[src/rtl/bcd_pkg.sv]
// Shared types and constants for the packed-BCD to binary converter.
package bcd_pkg;

    localparam int unsigned BCD_DIGIT_W   = 4;
    localparam logic [3:0]  BCD_MAX_DIGIT = 4'd9;

    typedef enum logic [1:0] {
        IDLE = 2'd0,
        CONV = 2'd1,
        DONE = 2'd2
    } bcd_state_e;

    function automatic logic bcd_digit_bad(input logic [BCD_DIGIT_W-1:0] digit);
        return digit > BCD_MAX_DIGIT;
    endfunction

endpackage

[src/rtl/bcd_to_bin_if.sv]
// Start/operand request and registered result signals of the BCD converter.
interface bcd_to_bin_if #(
    parameter int unsigned NUM_DIGITS = 4,
    parameter int unsigned BIN_WIDTH  = 14
) ();

    logic                    enable_in;
    logic [4*NUM_DIGITS-1:0] bcd_in;
    logic                    busy;
    logic                    done;
    logic                    err_flag;
    logic [BIN_WIDTH-1:0]    bin_out;

    modport master (
        output enable_in, bcd_in,
        input  busy, done, err_flag, bin_out
    );

    modport slave (
        input  enable_in, bcd_in,
        output busy, done, err_flag, bin_out
    );

endinterface

[src/rtl/bcd_mac10.sv]
// Combinational acc*10 + digit step, built from shifts and adds only.
module bcd_mac10
    import bcd_pkg::*;
#(
    parameter int unsigned W = 14
) (
    input  logic [W-1:0]           acc,
    input  logic [BCD_DIGIT_W-1:0] digit,
    output logic [W-1:0]           acc_next
);

    always_comb begin
        acc_next = (acc << 3) + (acc << 1) + W'(digit);
    end

endmodule

[src/rtl/bcd_to_bin.sv]
// Serial packed-BCD to binary converter, one digit per clock, MSD first.
module bcd_to_bin
    import bcd_pkg::*;
#(
    parameter int unsigned NUM_DIGITS = 4,
    parameter int unsigned BIN_WIDTH  = 14
) (
    input  logic         clk,
    input  logic         reset,
    bcd_to_bin_if.slave  bus
);

    localparam int unsigned OPND_W = BCD_DIGIT_W * NUM_DIGITS;
    localparam int unsigned CNT_W  = (NUM_DIGITS > 1) ? $clog2(NUM_DIGITS) : 1;

    bcd_state_e             state_q, state_d;
    logic [CNT_W-1:0]       cnt_q, cnt_d;
    logic [OPND_W-1:0]      opnd_q, opnd_d;
    logic [BIN_WIDTH-1:0]   acc_q, acc_d;
    logic [BIN_WIDTH-1:0]   bin_q, bin_d;
    logic                   err_q, err_d;
    logic                   busy_q, busy_d;
    logic                   done_q, done_d;

    logic [BCD_DIGIT_W-1:0] digit;
    logic [BIN_WIDTH-1:0]   mac_out;
    logic                   digit_bad;
    logic                   last_digit;

    // The captured operand shifts left each step so the current digit is always the top nibble.
    assign digit      = opnd_q[OPND_W-1 -: BCD_DIGIT_W];
    assign digit_bad  = bcd_digit_bad(digit);
    assign last_digit = (cnt_q == CNT_W'(NUM_DIGITS - 1));

    bcd_mac10 #(.W(BIN_WIDTH)) u_mac10 (
        .acc      (acc_q),
        .digit    (digit),
        .acc_next (mac_out)
    );

    always_ff @(posedge clk) begin
        if (reset) begin
            state_q <= IDLE;
            cnt_q   <= '0;
            opnd_q  <= '0;
            acc_q   <= '0;
            bin_q   <= '0;
            err_q   <= 1'b0;
            busy_q  <= 1'b0;
            done_q  <= 1'b0;
        end else begin
            state_q <= state_d;
            cnt_q   <= cnt_d;
            opnd_q  <= opnd_d;
            acc_q   <= acc_d;
            bin_q   <= bin_d;
            err_q   <= err_d;
            busy_q  <= busy_d;
            done_q  <= done_d;
        end
    end

    always_comb begin
        state_d = state_q;
        cnt_d   = cnt_q;
        opnd_d  = opnd_q;
        acc_d   = acc_q;
        bin_d   = bin_q;
        err_d   = err_q;
        busy_d  = busy_q;
        done_d  = 1'b0;

        case (state_q)
            IDLE, DONE: begin
                if (bus.enable_in) begin
                    opnd_d  = bus.bcd_in;
                    acc_d   = '0;
                    err_d   = 1'b0;
                    cnt_d   = '0;
                    busy_d  = 1'b1;
                    state_d = CONV;
                end else begin
                    state_d = IDLE;
                end
            end
            CONV: begin
                acc_d  = mac_out;
                cnt_d  = cnt_q + CNT_W'(1);
                opnd_d = opnd_q << BCD_DIGIT_W;
                if (digit_bad) begin
                    err_d = 1'b1;
                end
                if (last_digit) begin
                    bin_d   = (err_q || digit_bad) ? '0 : mac_out;
                    cnt_d   = '0;
                    busy_d  = 1'b0;
                    done_d  = 1'b1;
                    state_d = DONE;
                end
            end
            default: begin
                state_d = IDLE;
                busy_d  = 1'b0;
            end
        endcase
    end

    assign bus.busy     = busy_q;
    assign bus.done     = done_q;
    assign bus.err_flag = err_q;
    assign bus.bin_out  = bin_q;

endmodule
[src/flat_wrapper.sv]
// flat-port wrapper written by rule: the top's interface ports become plain ports
module bcd_to_bin_flat import bcd_pkg::*;
#(
    parameter int unsigned NUM_DIGITS = 4,
    parameter int unsigned BIN_WIDTH  = 14
)
  (clk, reset, bus_enable_in, bus_bcd_in, bus_busy, bus_done, bus_err_flag, bus_bin_out);
  bcd_to_bin_if #(.NUM_DIGITS(NUM_DIGITS), .BIN_WIDTH(BIN_WIDTH)) bus_i ();
  input  logic clk;
  input  logic reset;
  input wire logic [$bits(bus_i.enable_in)-1:0] bus_enable_in;
  input wire logic [$bits(bus_i.bcd_in)-1:0] bus_bcd_in;
  output wire logic [$bits(bus_i.busy)-1:0] bus_busy;
  output wire logic [$bits(bus_i.done)-1:0] bus_done;
  output wire logic [$bits(bus_i.err_flag)-1:0] bus_err_flag;
  output wire logic [$bits(bus_i.bin_out)-1:0] bus_bin_out;
  assign bus_i.enable_in = bus_enable_in;
  assign bus_i.bcd_in = bus_bcd_in;
  assign bus_busy = bus_i.busy;
  assign bus_done = bus_i.done;
  assign bus_err_flag = bus_i.err_flag;
  assign bus_bin_out = bus_i.bin_out;
  bcd_to_bin #(.NUM_DIGITS(NUM_DIGITS), .BIN_WIDTH(BIN_WIDTH)) u_core (.clk(clk), .reset(reset), .bus(bus_i));
endmodule
[config.mk]
export PLATFORM = sky130hd
export DESIGN_NAME = bcd_to_bin_flat
export DESIGN_NICKNAME = d
export VERILOG_FILES = /design/src/rtl/bcd_pkg.sv /design/src/rtl/bcd_to_bin_if.sv /design/src/rtl/bcd_mac10.sv /design/src/rtl/bcd_to_bin.sv /design/src/flat_wrapper.sv
export SDC_FILE = /design/constraint.sdc
export NUM_CORES = 1
export LEC_CHECK = 0
export BUFFER_PORTS_ARGS = -buffer_cell sky130_fd_sc_hd__buf_2
export CAP_MARGIN = 25
export CORE_MARGIN = 4
export CORE_UTILIZATION = 38
export DETAILED_ROUTE_END_ITERATION = 6
export HOLD_SLACK_MARGIN = 0.02
export PLACE_DENSITY = 0.58
export SYNTH_ARGS = -nofsm -noshare
export SYNTH_HDL_FRONTEND = slang
export SYNTH_SLANG_ARGS = --single-unit
[constraint.sdc]
create_clock -name clk -period 2.8 [get_ports clk]
set_input_delay 0.28 -clock clk [delete_from_list [all_inputs] [get_ports clk]]
set_output_delay 0.28 -clock clk [all_outputs]
set_load 0.05 [all_outputs]
---- After elaboration in Yosys (flattened, before gate mapping) ----
Cells that the tools add are included.
storage, ports and cells
  register bits after elaboration ......... 50
  input port bits ......................... 19
  logic and storage cells ................. 46
cells by class
  $lt $le $gt $ge ......................... 1
  muxes and demuxes ....................... 18
  reduce and logical (&&, ||, !) cells .... 9
  equal/unequal tests ..................... 6
  add/subtract/negate cells ............... 3
  bitwise operators ....................... 1
operators with widths
  kind                 count
  $pmux 16 s2          1
  $pmux 13 s2          1
  $mux 16              1
  $add 14x14->14       1
  $add 14x4->14        1
  $mux 14              1
  $mux 13              1
  $pmux 2 s2           2
  $mux 1               6
  $mux 2               3
  $reduce_and 2->1     3
  $eq 2x2->1 const B   2
  $gt 4x4->1 const B   1
  $ne 2x1->1 const B   2
  $pmux 1 s2           2
  $reduce_or 2->1      2
  $reduce_and 3->1     1
  $add 2x1->2 const B  1
  $eq 2x1->1 const B   1
  $logic_not 2->1      1
  $ne 2x2->1 const B   1
  $reduce_bool 2->1    1
  $logic_or 1x1->1     1
  $not 1->1            1

---- Logic depth before layout (Yosys ltp) ----
  depth after elaboration ................. 4
  gate-level depth with buffers ........... 10

---- By module ----
From an unflattened synthesis, not the netlist that was laid out.
second synthesis, totals
  cell total of the unflattened synthesis .. 306
  area total of the unflattened synthesis .. 2665.1 um^2
modules (own cells, without submodules)
  module      cells an instance  area each (um^2)  times used  seq. area each (um^2)
  bcd_to_bin  231                2006.9            1           1021.0
  bcd_mac10   75                 658.1             1           0.0

---- Worst setup path after synthesis ----
Ideal clock, no wire load.
  kind .................................... register -> register
  from .................................... register u_core.acc_q[0]
  to ...................................... register u_core.acc_q[12]
  cell stages (with the launch flop) ...... 10
  slack ................................... 0.505 ns
  data arrival time ....................... 2.177 ns
  clock period less this slack ............ 2.295 ns
  buffers on the path ..................... 0
  cells stage by stage .................... dfxtp_1 > inv_1 > fa_1 > fa_1 > nand2b_1 > a21oi_1 > a211oi_2 > o21ai_1 > xor2_1 > a32o_1
on the way
  longest elaborated chain between the ends .. 3
ends and longest elaborated chain
  what                    RTL line          text
  start, declared         bcd_to_bin.sv:19  logic [BIN_WIDTH-1:0] acc_q, acc_d;
  start signal, assigned  bcd_to_bin.sv:46  acc_q <= '0;
  start signal, assigned  bcd_to_bin.sv:55  acc_q <= acc_d;
  $add 14x14->14          bcd_mac10.sv:13   acc_next = (acc << 3) + (acc << 1) + W'(digit);
  $add 14x4->14           bcd_mac10.sv:13
  $pmux 13 s2             bcd_to_bin.sv:73  case (state_q)
No other way between the ends.
A chain may end at the register's enable or synchronous reset.

---- Worst setup path in the final report ----
Ends and elaborated chain as after synthesis.

==> results_tabular.tex <==
\begin{tabular}{lr}
\hline
Metric & Value \\
\hline
\multicolumn{2}{l}{\textbf{Status}} \\
Run status & finished clean \\
\multicolumn{2}{l}{\textbf{Timing}} \\
Unrepaired setup endpoints after global routing & false \\
Number of hold-slack violations in the final timing report & 0 \\
Final worst setup slack & $\sim$370 ps \\
Accumulated negative setup slack & 0 ps \\
Transition time at the pin with the least slew margin & approximately 890 ps \\
Final setup skew & approximately 13 ps \\
Timing-limited maximum frequency & 0.4111 GHz \\
Finish-stage setup viols & 0 \\
Min cycle time layout & between 2000 and 2500 ps \\
Final worst-path cycle share & 0.8687 \\
Headroom to the max-slew limit & 0.4089 \\
Max-slew violation count & 0 \\
\multicolumn{2}{l}{\textbf{Worst setup path}} \\
CP Max Fanout & 3 \\
WP data arrival & 2640 ps \\
Required time of the worst setup path & 3000 ps \\
Type of element capturing the critical path & flop \\
Crit start category & flop \\
Type of the setup path with the least slack & flop to flop \\
\multicolumn{2}{l}{\textbf{Synth}} \\
Leading post-synthesis cells by cell area & sky130\_fd\_sc\_hd\_\_dfxtp\_1 (40\%), sky130\_fd\_sc\_hd\_\_ha\_1 (11\%), sky130\_fd\_sc\_hd\_\_a22oi\_1 (7.2\%), sky130\_fd\_sc\_hd\_\_nor2\_1 (6.7\%), sky130\_fd\_sc\_hd\_\_a21oi\_1 (3.4\%) \\
Synthesis Warnings & 0 \\
Sequential element share of the synthesized area & 0.3978 \\
Distinct cell type count after synthesis & 45 \\
Cell area after synthesis & between 2000 and 3000 um\^{}2 \\
Library cell with the largest summed area after synthesis & sky130\_fd\_sc\_hd\_\_dfxtp\_1 \\
Ys flop type & sky130\_fd\_sc\_hd\_\_dfxtp\_1 \\
Flop and latch count out of synthesis & 50 \\
Net count of the mapped netlist & $\sim$320 \\
Number of synthesized flops with an enable pin & 0 \\
Avg Inst Size Synth & roughly 9.1 um\^{}2 \\
Cell count after synthesis & around 280 \\
Synth top cells by count & sky130\_fd\_sc\_hd\_\_dfxtp\_1 (50), sky130\_fd\_sc\_hd\_\_nor2\_1 (45), sky130\_fd\_sc\_hd\_\_a22oi\_1 (24) \\
Portion of synthesized cell area occupied by the leading cell type & 0.3978 \\
Most used standard cell by instance count after synthesis & sky130\_fd\_sc\_hd\_\_dfxtp\_1 \\
Proportion of synthesized flip-flops having asynchronous set or reset & 0 \\
\multicolumn{2}{l}{\textbf{Clocking}} \\
Clock latency on the worst-skew pair & $\sim$300 ps \\
Maximum root-to-sink buffer count & 2 \\
Cell chosen for the clock root & sky130\_fd\_sc\_hd\_\_clkbuf\_8 \\
Num CTS Buffers & 5 \\
Resize count post-CTS & 0 \\
CTS tree & built \\
CTS sink cnt & 50 \\
Number of buffers added for setup after CTS & 0 \\
H-tree levels & 2 \\
Post-CTS clock slew at the launch and capture registers of the worst setup and hold paths & roughly 100 ps \\
Hold-fix buffers at CTS & 0 \\
\multicolumn{2}{l}{\textbf{Layout}} \\
Layout-stage area growth over the synthesis result & 12.33\% \\
Layout filler cell count & 650 \\
Multi-input logic area & about 1400 um\^{}2 \\
Diode count & 0 \\
Register area & roughly 1000 um\^{}2 \\
Post-route insts no fill & approximately 390 \\
Share of post-route cells with drive strength above 1 & 0.1780 \\
Final \#Nets & 352 \\
\multicolumn{2}{l}{\textbf{Detailed routing}} \\
TritonRoute pass-1 iters & 5 \\
Sum of routed wire segments on met1 & between 2000 and 3000 um \\
Mean routed wirelength per cell & around 14 um \\
Final antenna-violating net count & 0 \\
Met2 routed wirelength & around 2500 um \\
Highest routed metal layer & met4 \\
Violation count after the first detailed-routing iteration & between 100 and 150 \\
Total routed wirelength & approximately 5500 um \\
Metal3 WL & approximately 210 um \\
Vias per cell & between 5 and 6 \\
DRC Markers & 0 \\
Detailed-route via count & between 2k and 2.5k \\
\multicolumn{2}{l}{\textbf{Hold path}} \\
Path type of the worst min-delay path & primary input to flop \\
\multicolumn{2}{l}{\textbf{Floorplanning}} \\
Overall die width & between 80 and 90 um \\
Area of the die & roughly 8000 um\^{}2 \\
CORE AREA & 6386 um\^{}2 \\
Die outline height & about 89 um \\
Number of I/O pins & 36 \\
Initial core utilization & 0.3940 \\
Row count & 29 \\
\multicolumn{2}{l}{\textbf{Power}} \\
Reg power frac & 0.561 \\
Internal power & 985.0 uW \\
Leakage Power & 0.001312 uW \\
Switching portion of total power & 0.2742 \\
Maximum resistive drop on vdd & around 0.00029 V \\
Comb power frac & 0.133 \\
Clock group share of total power & 0.306 \\
Net Sw Power & around 370 uW \\
Power density cells & 480.2 nW/um\^{}2 \\
\multicolumn{2}{l}{\textbf{Placed design}} \\
Total placed cells including tap cells & 378 \\
Last weighted congestion value of the routability-driven placer & 0.8320 \\
DP Worst Slack & 384.3 ps \\
Detailed placement HPWL & slightly below 4000 um \\
Buffers added on ports & 35 \\
\multicolumn{2}{l}{\textbf{Run}} \\
Number of violations of the max-capacitance limit & 0 \\
\multicolumn{2}{l}{\textbf{GRT}} \\
Via count of the first global-routing pass & 1910 \\
GRT Util Overall & 0.1467 \\
Overflow after GRT & 0 \\
Pin count of the biggest net entering global routing & 49 \\
Wire length of the first global-routing pass & 9190 um \\
Number of antenna violations at the first check in global routing & 0 \\
\hline
\end{tabular}
## through the flow
step	hold slack (ps)	area [um^2]	utilization	power [uW]
after floorplan	440.8	2516	-	908.1
after global placement	432.8	2740	0.4291	956.9
after detailed placement	439.2	2740	0.4291	957.7
after CTS	213.9	2826	0.4426	1378
after global routing	233.6	2826	0.4426	1434
final	219.7	2826	0.4426	1357
## critical path: stages, from the launching register on
cell                       delay, ps
sky130_fd_sc_hd__dfxtp_1         360
sky130_fd_sc_hd__inv_1            70
sky130_fd_sc_hd__fa_1            520
sky130_fd_sc_hd__fa_1            470
sky130_fd_sc_hd__nand2b_1        180
sky130_fd_sc_hd__a21oi_1         170
sky130_fd_sc_hd__a211oi_2         90
sky130_fd_sc_hd__o21ai_1         180
sky130_fd_sc_hd__xor2_1          100
sky130_fd_sc_hd__a32o_1          210
## per-layer routing
layer  GRT usage  vias up
li1            -     1065
met1      0.2036      942
met2      0.2277       41
met3     0.03226        5
met4     0.04465        0
met5           0        -
## state kept, by name, summed over array words and instances (netlist names)
register and count:
u_core.opnd_q 16, u_core.bus.done 1, u_core.bus.busy 1, u_core.cnt_q 2
u_core.bus.bin_out 14, u_core.bus.err_flag 1, u_core.state_q 2, u_core.acc_q 13
## layout make-up
cell class / instances / area share
clock buffer: 6 / 0.02568
clock inverter: 2 / 0.004869
inverter: 11 / 0.01461
multi-input combinational: 202 / 0.4967
sequential: 50 / 0.3541
tap: 77 / 0.03409
timing repair buffer: 38 / 0.06994
## cell families after synthesis
kind of cell / synth area share
DFF: 0.3978
adders and majority gates: 0.1303
and+or+nand+nor: 0.1895
xor gates and xnor gates: 0.03829
AOI/OAI and AO/OA: 0.1999
buffers and inverters: 0.04426
## worst paths after layout
check	start	to	slack (ps)	depth (start not counted)
min	bus_bcd_in[3]	u_core.opnd_q[3]$_SDFFE_PP0P_	220	3
max reg2reg	u_core.acc_q[0]$_SDFFE_PP0P_	u_core.acc_q[12]$_SDFFE_PP0P_	370	9
max	u_core.acc_q[0]$_SDFFE_PP0P_	u_core.acc_q[12]$_SDFFE_PP0P_	370	9
min reg2reg	u_core.bus.bin_out[11]$_SDFFE_PP0P_	u_core.bus.bin_out[11]$_SDFFE_PP0P_	450	2
## cell usage in the layout, fill, tap and decap left out, types with 2 or more instances in the layout
master and instances:
sky130_fd_sc_hd__xnor2_1 5, sky130_fd_sc_hd__inv_1 11, sky130_fd_sc_hd__nand2_1 10, sky130_fd_sc_hd__ha_1 23, sky130_fd_sc_hd__dfxtp_1 50, sky130_fd_sc_hd__nand3_1 5, sky130_fd_sc_hd__clkbuf_8 5, sky130_fd_sc_hd__a22oi_1 24
sky130_fd_sc_hd__nor2_1 45, sky130_fd_sc_hd__o21ai_1 6, sky130_fd_sc_hd__nor3_1 11, sky130_fd_sc_hd__fa_1 2, sky130_fd_sc_hd__buf_2 35, sky130_fd_sc_hd__o22ai_1 12, sky130_fd_sc_hd__buf_4 3, sky130_fd_sc_hd__xor2_1 6
sky130_fd_sc_hd__a21oi_1 17, sky130_fd_sc_hd__nand2b_1 5, sky130_fd_sc_hd__nand4_1 5
## power groups by stage
stage	sequential (uW)	clock [uW]	combinational, uW
finish	761	416	180
global route	766	466	202
CTS	761	435	181
detailed placement	777	0	180
global placement	777	0	180
floorplan	777	0	131
Note: power is estimated with default switching activity, not from simulation.
